### src/rtl/text_pkg.sv
// text_pkg: shared grid geometry, glyph codes, walk states and cell indexing for the text grid buffer.
package text_pkg;
  localparam int ROWS = 7;
  localparam int COLS = 20;
  localparam int TOTAL = ROWS * COLS;
  localparam int ROW_W = 4;
  localparam int COL_W = 6;
  localparam int GLYPH_W = 8;
  localparam logic [GLYPH_W-1:0] BLANK_GLYPH = 8'd128;
  localparam logic [GLYPH_W-1:0] CLEAR_CODE = 8'hFF;
  localparam logic [GLYPH_W-1:0] UNKNOWN_GLYPH = 8'd128;
  typedef enum logic [1:0] {IDLE, CLEAR, SCROLL, DRAIN} state_t;
  function automatic logic [7:0] cell_idx(logic [ROW_W-1:0] r, logic [COL_W-1:0] c);
    return 8'(r) * 8'(COLS) + 8'(c);
  endfunction
  function automatic logic in_grid(logic [ROW_W-1:0] r, logic [COL_W-1:0] c);
    return r < ROW_W'(ROWS) && c < COL_W'(COLS);
  endfunction
endpackage

### src/rtl/text_grid_if.sv
// text_grid_if: feeder write/scroll/clear strobes, renderer read port and status flags.
interface text_grid_if;
  import text_pkg::*;
  logic wr_en;
  logic [GLYPH_W-1:0] wr_glyph;
  logic [ROW_W-1:0] wr_row;
  logic [COL_W-1:0] wr_col;
  logic scroll_req;
  logic clear_req;
  logic [ROW_W-1:0] rd_row;
  logic [COL_W-1:0] rd_col;
  logic [GLYPH_W-1:0] rd_glyph;
  logic busy;
  logic oob_err;
  logic ovf_err;
  modport master (output wr_en, wr_glyph, wr_row, wr_col, scroll_req, clear_req, rd_row, rd_col,
                  input rd_glyph, busy, oob_err, ovf_err);
  modport slave (input wr_en, wr_glyph, wr_row, wr_col, scroll_req, clear_req, rd_row, rd_col,
                 output rd_glyph, busy, oob_err, ovf_err);
endinterface

### src/rtl/text_grid_ram.sv
// text_grid_ram: glyph cell array with one write port, a combinational scroll-source read and a registered renderer read.
module text_grid_ram
  import text_pkg::*;
(
  input  logic clock,
  input  logic reset,
  input  logic we,
  input  logic [7:0] waddr,
  input  logic [GLYPH_W-1:0] wdata,
  input  logic [7:0] saddr,
  output logic [GLYPH_W-1:0] sdata,
  input  logic [7:0] raddr,
  input  logic rd_ok,
  output logic [GLYPH_W-1:0] rdata
);
  logic [GLYPH_W-1:0] mem [TOTAL];
  assign sdata = mem[saddr];
  always_ff @(posedge clock) begin
    if (we) mem[waddr] <= wdata;
    if (reset) rdata <= '0;
    else rdata <= rd_ok ? mem[raddr] : BLANK_GLYPH;
  end
endmodule

### src/rtl/text_grid_buffer.sv
// text_grid_buffer: ROWS x COLS glyph store with multi-cycle clear/scroll walks, one-deep pending slots and sticky error flags.
module text_grid_buffer
  import text_pkg::*;
(
  input logic clock,
  input logic reset,
  text_grid_if.slave bus
);
  state_t state;
  logic [7:0] i, saddr, waddr;
  logic scroll_pend, wr_pend, we, walking, last, wr_ok, pend_ok, rd_ok, oob_hit, ovf_hit;
  logic [GLYPH_W-1:0] pg, sdata, wdata;
  logic [ROW_W-1:0] pr;
  logic [COL_W-1:0] pc;
  assign walking = state == CLEAR || state == SCROLL;
  assign last = i >= 8'(TOTAL - 1);
  assign wr_ok = in_grid(bus.wr_row, bus.wr_col);
  assign pend_ok = in_grid(pr, pc);
  assign rd_ok = in_grid(bus.rd_row, bus.rd_col);
  assign saddr = i < 8'(TOTAL - COLS) ? i + 8'(COLS) : i;
  assign we = walking || (state == DRAIN && pend_ok) ||
              (state == IDLE && bus.wr_en && !bus.clear_req && !bus.scroll_req && wr_ok);
  assign waddr = walking ? i : state == DRAIN ? cell_idx(pr, pc) : cell_idx(bus.wr_row, bus.wr_col);
  assign wdata = state == SCROLL ? (i < 8'(TOTAL - COLS) ? sdata : BLANK_GLYPH) :
                 state == DRAIN ? pg : state == IDLE ? bus.wr_glyph : BLANK_GLYPH;
  assign oob_hit = !rd_ok || (state == DRAIN && !pend_ok) ||
                   (state == IDLE && bus.wr_en && !bus.clear_req && !bus.scroll_req && !wr_ok);
  // a write in DRAIN refills the slot being freed, so only walks can overflow it
  assign ovf_hit = state != IDLE && !bus.clear_req &&
                   ((bus.scroll_req && scroll_pend) || (bus.wr_en && wr_pend && state != DRAIN));
  assign bus.busy = state != IDLE;
  text_grid_ram u_ram (
    .clock(clock), .reset(reset), .we(we), .waddr(waddr), .wdata(wdata), .saddr(saddr), .sdata(sdata),
    .raddr(cell_idx(bus.rd_row, bus.rd_col)), .rd_ok(rd_ok), .rdata(bus.rd_glyph)
  );
  always_ff @(posedge clock) begin
    if (reset) begin
      state <= CLEAR;
      i <= '0;
      scroll_pend <= 1'b0;
      wr_pend <= 1'b0;
      pg <= '0;
      pr <= '0;
      pc <= '0;
      bus.oob_err <= 1'b0;
      bus.ovf_err <= 1'b0;
    end else begin
      if (oob_hit) bus.oob_err <= 1'b1;
      if (ovf_hit) bus.ovf_err <= 1'b1;
      if (state == IDLE) begin
        if (bus.clear_req || bus.scroll_req) begin
          state <= bus.clear_req ? CLEAR : SCROLL;
          i <= '0;
        end
        if (!bus.clear_req && bus.scroll_req && bus.wr_en) begin
          wr_pend <= 1'b1;
          {pg, pr, pc} <= {bus.wr_glyph, bus.wr_row, bus.wr_col};
        end
      end else if (bus.clear_req) begin
        state <= CLEAR;
        i <= '0;
        scroll_pend <= 1'b0;
        wr_pend <= 1'b0;
      end else begin
        if (bus.wr_en && (!wr_pend || state == DRAIN)) begin
          wr_pend <= 1'b1;
          {pg, pr, pc} <= {bus.wr_glyph, bus.wr_row, bus.wr_col};
        end else if (state == DRAIN) wr_pend <= 1'b0;
        if (bus.scroll_req) scroll_pend <= 1'b1;
        if (walking && !last) i <= i + 8'd1;
        else begin
          i <= '0;
          if (scroll_pend || bus.scroll_req) begin
            state <= SCROLL;
            scroll_pend <= 1'b0;
          end else if ((wr_pend && state != DRAIN) || bus.wr_en) state <= DRAIN;
          else state <= IDLE;
        end
      end
    end
  end
endmodule

### src/flat_wrapper.sv
// flat-port wrapper written by rule: the top's interface ports become plain ports
module text_grid_buffer_flat import text_pkg::*;
  (clock, reset, bus_wr_en, bus_wr_glyph, bus_wr_row, bus_wr_col, bus_scroll_req, bus_clear_req, bus_rd_row, bus_rd_col, bus_rd_glyph, bus_busy, bus_oob_err, bus_ovf_err);
  text_grid_if bus_i ();
  input logic clock;
  input logic reset;
  input wire logic [$bits(bus_i.wr_en)-1:0] bus_wr_en;
  input wire logic [$bits(bus_i.wr_glyph)-1:0] bus_wr_glyph;
  input wire logic [$bits(bus_i.wr_row)-1:0] bus_wr_row;
  input wire logic [$bits(bus_i.wr_col)-1:0] bus_wr_col;
  input wire logic [$bits(bus_i.scroll_req)-1:0] bus_scroll_req;
  input wire logic [$bits(bus_i.clear_req)-1:0] bus_clear_req;
  input wire logic [$bits(bus_i.rd_row)-1:0] bus_rd_row;
  input wire logic [$bits(bus_i.rd_col)-1:0] bus_rd_col;
  output wire logic [$bits(bus_i.rd_glyph)-1:0] bus_rd_glyph;
  output wire logic [$bits(bus_i.busy)-1:0] bus_busy;
  output wire logic [$bits(bus_i.oob_err)-1:0] bus_oob_err;
  output wire logic [$bits(bus_i.ovf_err)-1:0] bus_ovf_err;
  assign bus_i.wr_en = bus_wr_en;
  assign bus_i.wr_glyph = bus_wr_glyph;
  assign bus_i.wr_row = bus_wr_row;
  assign bus_i.wr_col = bus_wr_col;
  assign bus_i.scroll_req = bus_scroll_req;
  assign bus_i.clear_req = bus_clear_req;
  assign bus_i.rd_row = bus_rd_row;
  assign bus_i.rd_col = bus_rd_col;
  assign bus_rd_glyph = bus_i.rd_glyph;
  assign bus_busy = bus_i.busy;
  assign bus_oob_err = bus_i.oob_err;
  assign bus_ovf_err = bus_i.ovf_err;
  text_grid_buffer u_core (.clock(clock), .reset(reset), .bus(bus_i));
endmodule
### config.mk
export PLATFORM = sky130hd
export DESIGN_NAME = text_grid_buffer_flat
export DESIGN_NICKNAME = d
export VERILOG_FILES = /design/src/rtl/text_pkg.sv /design/src/rtl/text_grid_if.sv /design/src/rtl/text_grid_ram.sv /design/src/rtl/text_grid_buffer.sv /design/src/flat_wrapper.sv
export SDC_FILE = /design/constraint.sdc
export NUM_CORES = 2
export LEC_CHECK = 0
export CORE_ASPECT_RATIO = 1.75
export CORE_MARGIN = 4
export CORE_UTILIZATION = 40
export DETAILED_ROUTE_END_ITERATION = 8
export PLACE_DENSITY = 0.56
export SYNTH_ARGS = -nofsm -noshare
export SYNTH_HDL_FRONTEND = slang
export SYNTH_SLANG_ARGS = --single-unit
### constraint.sdc
create_clock -name clock -period 21.8 [get_ports clock]
set_input_delay 5.45 -clock clock [delete_from_list [all_inputs] [get_ports clock]]
set_output_delay 5.45 -clock clock [all_outputs]
set_load 0.05 [all_outputs]
After elaboration in Yosys (flattened, before gate mapping)
Memory sizes are Yosys's and may differ from the RTL's.
Index checks and enable logic that the tools add are counted.
{ "totals": {"out_inout_bits": 11, "input_bits": 33, "register_bits": 40, "mem_bits_rw": 1120, "memories": 1} }
{ "classes": {"add_sub_neg": 5, "n_mux": 42, "bitwise": 1, "order_cmp": 8, "n_eq_ne": 8, "reduce_logical": 45, "mul": 3} }
{ "mem_list": {"columns": ["name", "words", "word_bits", "rd", "rd_clocked_by_memory_dff", "write_ports", "line", "source"], "rows": [
  ["u_core.u_ram.mem", 140, 8, 2, 0, 1, "text_grid_ram.sv:16", "logic [GLYPH_W-1:0] mem [TOTAL];"]
]} }
{ "ops": {"columns": ["cell", "count"], "rows": [
  ["$mux W8", 16],
  ["$add A8 B6 Y8", 3],
  ["$mux W6", 4],
  ["$logic_and A1 B1 Y1", 20],
  ["$lt A6 B5 Y1 const B", 3],
  ["$mul A4 B3 Y6 const B", 3],
  ["$mux W4", 4],
  ["$mux W2", 7],
  ["$lt A4 B3 Y1 const B", 3],
  ["$mux W1", 11],
  ["$logic_or A1 B1 Y1", 10],
  ["$add A8 B1 Y8 const B", 1],
  ["$add A8 B5 Y8 const B", 1],
  ["$ge A8 B8 Y1 const B", 1],
  ["$lt A8 B7 Y1 const B", 1],
  ["$logic_not A1 Y1", 7],
  ["$ne A2 B2 Y1 const B", 3],
  ["$eq A2 B2 Y1 const B", 2],
  ["$reduce_and A2 Y1", 2],
  ["$reduce_bool A2 Y1", 2],
  ["$reduce_bool A4 Y1", 1],
  ["$ne A3 B2 Y1 const B", 1],
  ["$reduce_and A3 Y1", 1],
  ["$eq A2 B1 Y1 const B", 1],
  ["4 further kinds", 4]
]} }

Logic depth before layout (Yosys ltp)
{ "depth": {"word_depth": 8, "depth_mapped": 12, "mapped_depth_nobuf": 10} }

Hierarchy
Synthesis repeated with hierarchy kept, for this count alone.
{ "hier_totals": {"cells_unflattened": 2892, "hier_area_um2": 55375.6} }
{ "modules_own_cells": {"columns": ["module", "n_inst", "seq_area_each_um2", "cells_per_inst", "area_per_inst_um2"], "rows": [
  ["text_grid_ram", 1, 33792.4, 2561, 52611.7],
  ["text_grid_buffer", 1, 640.6, 331, 2763.9]
]} }

Least setup slack after synthesis
OpenSTA, ideal clock, no wires.
{ "synth_timing": {"path_type": "register -> register", "startpoint": "register u_core.i[2]", "endpoint": "memory u_core.u_ram.mem[0][6] (data pin)", "path_stages_with_launch": 9, "n_path_buf": 1, "synth_period_minus_slack_ps": 11677, "setup_ps": 1717, "setup_slack_ps": 10123, "arrival_ps": 9960, "path_cell_list": "dfxtp_1 -> inv_1 -> ha_1 -> o211ai_1 -> clkbuf_1 -> nor2_1 -> a32oi_1 -> a31oi_1 -> o41ai_1"} }
{ "synth_via": {"elab_chain_cells": 5} }
{ "synth_rtl": {"columns": ["item", "line", "source"], "rows": [
  ["start, declared", "text_grid_buffer.sv:10", "logic [7:0] i, saddr, waddr;"],
  ["start signal, assigned", "text_grid_buffer.sv:70", "if (walking && !last) i <= i + 8'd1;"],
  ["$add A8 B5 Y8 or $lt A8 B7 Y1 (tied branches)", "text_grid_buffer.sv:20, text_grid_buffer.sv:24", null],
  ["$mux W8", "text_grid_buffer.sv:20", "assign saddr = i < 8'(TOTAL - COLS) ? i + 8'(COLS) : i;"],
  ["$mem_v2 Z140 W8", null, null],
  ["$mux W8 * (2 in series)", "text_grid_buffer.sv:24", "assign wdata = state == SCROLL ? (i < 8'(TOTAL - COLS) ? sdata : BLANK_GLYPH) :"],
  ["via u_core.u_ram.wdata[6]", "text_grid_ram.sv:9", "input logic [GLYPH_W-1:0] wdata,"],
  ["end, declared", "text_grid_ram.sv:16", null]
]} }
The timed path passes the listed nets; every way through them passes the cells marked *.

Final worst setup path
{ "layout_timing": {"startpoint": "input port bus_wr_row[1]", "endpoint": "memory u_core.u_ram.mem[106][5] (enable)"} }
{ "layout_via": {"elab_chain_cells": 6} }
{ "layout_rtl": {"columns": ["item", "line", "source"], "rows": [
  ["start, declared", "flat_wrapper.sv:9", "input wire logic [$bits(bus_i.wr_row)-1:0] bus_wr_row;"],
  ["branches (longest 6 deep; another with $add A8 B6 Y8)", null, null]
]} }
Parallel ways; which one is timed is not known.

==> results summary <==
The run finished with clean final reports. Once detailed placement completed, the half-perimeter wirelength came to 122000 um. The max-slew violation total from the final report was 0. The global-route wire length before repair is 255000 um. STA classifies the critical path startpoint as an input port. The async set or reset register ratio after synthesis came out at 0. The signal arrival time at the worst endpoint came out at 10.07 ns. The dominant combinational cell family by area after synthesis is multiplexers.

After detailed routing, the average wire length per cell comes to 37.7 um. The min-delay analysis places its worst path in the category flop to flop. Setup repair after global routing left no endpoint under its margin. Entering global routing, the biggest net connects 104 pins. The most common cell in the synthesized netlist is sky130_fd_sc_hd__edfxtp_1. Timing would allow up to 103 MHz. The global-route usage over all layers came out at 0.252.

The gate count of the mapped netlist is 2905. In the routed layout, each cell is associated on average with a via count of 6.54. TritonCTS built the clock tree. The maximum fanout encountered on the critical timing path is 16. The root buffer cell chosen for the clock tree is sky130_fd_sc_hd__clkbuf_16. For this run, the leading register cell type out of synthesis is sky130_fd_sc_hd__edfxtp_1. The clock drives 1160 sinks. Clock tree synthesis inserted a total of 101 buffers. The detailed router placed 31500 vias in this run. The post-synthesis share of cell area spent on xor and xnor gates came out at 0.00269. A synthesized cell averages 19.1 sq um. For this design, the slowest cell found on the critical path is sky130_fd_sc_hd__nor2_1. The stage delay of the slowest cell on the critical path came out at 1.04 ns.

The portion of synthesized cell area occupied by the leading cell type is 0.607. The number of buffers added on ports is 43. The worst setup path is captured at a flop. The simple logic cell fraction of the synthesized area is 0.0417. The cell area power density came out at 86.2 nW/um^2. sky130_fd_sc_hd__edfxtp_1 takes more of the synthesized area than any other cell. The endpoint required time on the critical path came out at 22.15 ns. The setup skew after layout came out at 0.0431 ns. The number of nets with antenna violations after routing came out at 0. The leakage power total is 18.9 nW. The actual transition at the worst max-transition pin came out at 1.46 ns. The number of enable flip-flop cells after synthesis is 1120. The cell with the most instances on the worst path is sky130_fd_sc_hd__ha_1. The number of synthesized register bits is 1160. The sequential element share of the synthesized area came out at 0.621. In this run the post-CTS setup repair buffer count came out at 0. The number of antenna violations at the first check in global routing came out at 7.

The worst setup path startpoint is bus_wr_row[1]. Across the run, the number of max-cap violations was 0. The post-synth design cell area is 55400 sq um.

The width of the die came out at 289 um. Ranked by total cell area, the synthesized netlist is headed by sky130_fd_sc_hd__edfxtp_1, sky130_fd_sc_hd__mux4_2, sky130_fd_sc_hd__dfxtp_1, sky130_fd_sc_hd__nor2_1, sky130_fd_sc_hd__mux2i_1. The die height is 500 um. Once the clock tree was built, the resizer swapped 0 gates to a different size. The later-pin clock latency in the skew report came out at 0.75 ns. The final setup violation count is 0. The remaining global-route overflow came out at 0. Subtracting the final worst setup slack from the clock period gives 9.72 ns. The boundary pin count came out at 44. No sink is reached through more buffers than the 3 on the longest clock path. In the final layout, the share of cells above drive strength 1 is 0.307. The number of DRC markers after the initial detailed-route iteration is 4172.

The post-detailed-routing wire length is 182000 um. The worst-case vdd ir drop is 0.0000574 V. The total nets after synthesis came out at 2975.

The H-tree was split into 3 levels. The total number of yosys warnings came out at 0. The placer's final routability congestion estimate is 0.959. Of the total synthesized cell area, the portion taken by full adders, half adders and majority gates is 0.00916. The number of endpoints with negative hold slack in the final report is 0. The count of unique library cells instantiated by Yosys is 70.

The area of the core is 138000 sq um. The critical path is of the input port to flop type. The compound-cell area share of the yosys netlist was 0.0256. The die area came out at 145000 sq um. The worst register-to-register path begins at u_core.i[0]$_SDFFE_PP0P_. The net total in the final layout is 2986. The initial standard-cell utilization of the core is 0.403. The design draws 5.28 mW.

After synthesis, the most frequently instantiated cells are sky130_fd_sc_hd__edfxtp_1, sky130_fd_sc_hd__mux4_2, sky130_fd_sc_hd__nor2_1. The area growth from synthesis to layout is 10.6%. The via count of the first global-routing pass came out at 32400. The part of the cycle the worst path needs came out at 0.446. After synthesis, the share of cell area in mux cells is 0.279. The clock-pin slew on the worst setup and hold paths came out at 0.07 ns. The number of placement rows is 180. After detailed routing, the number of remaining DRC violations is 0. The hold path startpoint is u_core.bus.ovf_err$_SDFFE_PP0P_. The signal on the critical path passes through clkdlybuf4s50_1 > ha_1 > ha_1 > ha_1 > inv_1 > a21oi_1 > or3b_2 > a31oi_1 > and2_1 > nand4_1 > nor2_1. The worst slew slack as a fraction of its limit is 0.0227. After clock tree synthesis, the flow added hold-fix buffers numbering 0. The first TritonRoute pass finished after 6 iterations. The number of fill cells in the layout came out at 11600. The final-layout setup total negative slack is 0 ns.
[routing by layer]
| metal | GRT usage | vias up | share of wire |
|---|---|---|---|
| met2 | 0.429 | 1740 | 0.51 |
| met3 | 0.0398 | 450 | 0.071 |
| met1 | 0.289 | 17000 | 0.33 |
| met4 | 0.173 | 6 | 0.087 |
| li1 | - | 12400 | - |
| met5 | 0 | - | 0.00023 |
[flip-flops by register name, indices dropped and copies added (netlist names)]
name                cells
u_core.bus.ovf_err      1
u_core.pg               8
u_core.u_ram.rdata      8
u_core.state            2
u_core.bus.oob_err      1
u_core.pr               4
u_core.i                8
u_core.pc               6
u_core.u_ram.mem     1120
u_core.scroll_pend      1
u_core.wr_pend          1
[kinds of logic after synthesis]
kind of cell	count (synthesis)
compound gates	203
xor+xnor	14
fa+ha+maj	37
buf+inv	231
flops	1160
mux	729
simple gates	531
[layout make-up]
cell class | instances | area, sq um | share of cell area
repair buffers | 118 | 1060 | 0.0174
diodes | 3 | 7.51 | 0.000122
inverters | 21 | 78.8 | 0.00129
clock buffers | 126 | 2660 | 0.0434
well taps | 1820 | 2280 | 0.0371
flip-flops and latches | 1160 | 34400 | 0.562
clock inverters | 58 | 717 | 0.0117
multi-input cells | 1514 | 20100 | 0.327
[power by group]
part / leakage (nW) / switching, mW / internal (mW)
registers: 10.7 / 0.0236 / 2.55
logic: 6.63 / 0.545 / 0.291
clock network: 1.62 / 0.856 / 1.02
[cells in the final DEF, fill, tap and decap left out, types with 6 or more instances in the layout]
cell type,instances
sky130_fd_sc_hd__edfxtp_1,1120
sky130_fd_sc_hd__mux4_2,653
sky130_fd_sc_hd__nor2_1,212
sky130_fd_sc_hd__nand2_1,170
sky130_fd_sc_hd__clkbuf_16,102
sky130_fd_sc_hd__mux2i_1,70
sky130_fd_sc_hd__buf_4,70
sky130_fd_sc_hd__a21oi_1,52
sky130_fd_sc_hd__nand3_1,47
sky130_fd_sc_hd__clkdlybuf4s50_1,41
sky130_fd_sc_hd__dfxtp_1,38
sky130_fd_sc_hd__ha_1,30
sky130_fd_sc_hd__nand4_1,24
sky130_fd_sc_hd__o21ai_0,24
sky130_fd_sc_hd__clkbuf_1,22
sky130_fd_sc_hd__inv_1,21
sky130_fd_sc_hd__and3_1,17
sky130_fd_sc_hd__a31oi_1,16
sky130_fd_sc_hd__clkinv_2,16
sky130_fd_sc_hd__clkinv_1,14
sky130_fd_sc_hd__bufinv_16,12
sky130_fd_sc_hd__a32oi_1,10
sky130_fd_sc_hd__o22ai_1,10
sky130_fd_sc_hd__nor3_1,9
sky130_fd_sc_hd__nand2b_1,8
sky130_fd_sc_hd__clkinvlp_4,8
sky130_fd_sc_hd__a311oi_1,7
sky130_fd_sc_hd__o211ai_1,6
sky130_fd_sc_hd__o21a_1,6
sky130_fd_sc_hd__a32o_1,6
sky130_fd_sc_hd__mux2_2,6
sky130_fd_sc_hd__and2_1,6
[per-stage QoR]
stage	instances	hold WS, ns	worst slack (ns)	util	area (sq um)
floorplan	2905	0.451	10.12	-	55400
global placement	4633	0.464	11.51	0.421	57900
detailed placement	4633	0.472	11.46	0.421	57900
CTS	4817	0.492	12.23	0.446	61300
global route	4818	0.526	11.96	0.446	61300
finish	4820	0.493	12.08	0.446	61300
[path summary, 6_finish.rpt]
kind | to | slack [ns] | depth (start not counted)
max | u_core.u_ram.mem[106][5]$_DFFE_PP_ | 12.08 | 11
min | u_core.bus.ovf_err$_SDFFE_PP0P_ | 0.49 | 2
max reg2reg | u_core.u_ram.mem[31][2]$_DFFE_PP_ | 14.82 | 10
min reg2reg | u_core.bus.ovf_err$_SDFFE_PP0P_ | 0.49 | 2
[worst max-delay path: cells and delay by family]
kind	cells	cell delay, ns
buffers and inverters	2	0.68
AOI/OAI and AO/OA	2	0.46
adders and majority gates	3	0.93
and+or+nand+nor	4	2.57
Note: power is estimated with default switching activity, not from simulation.
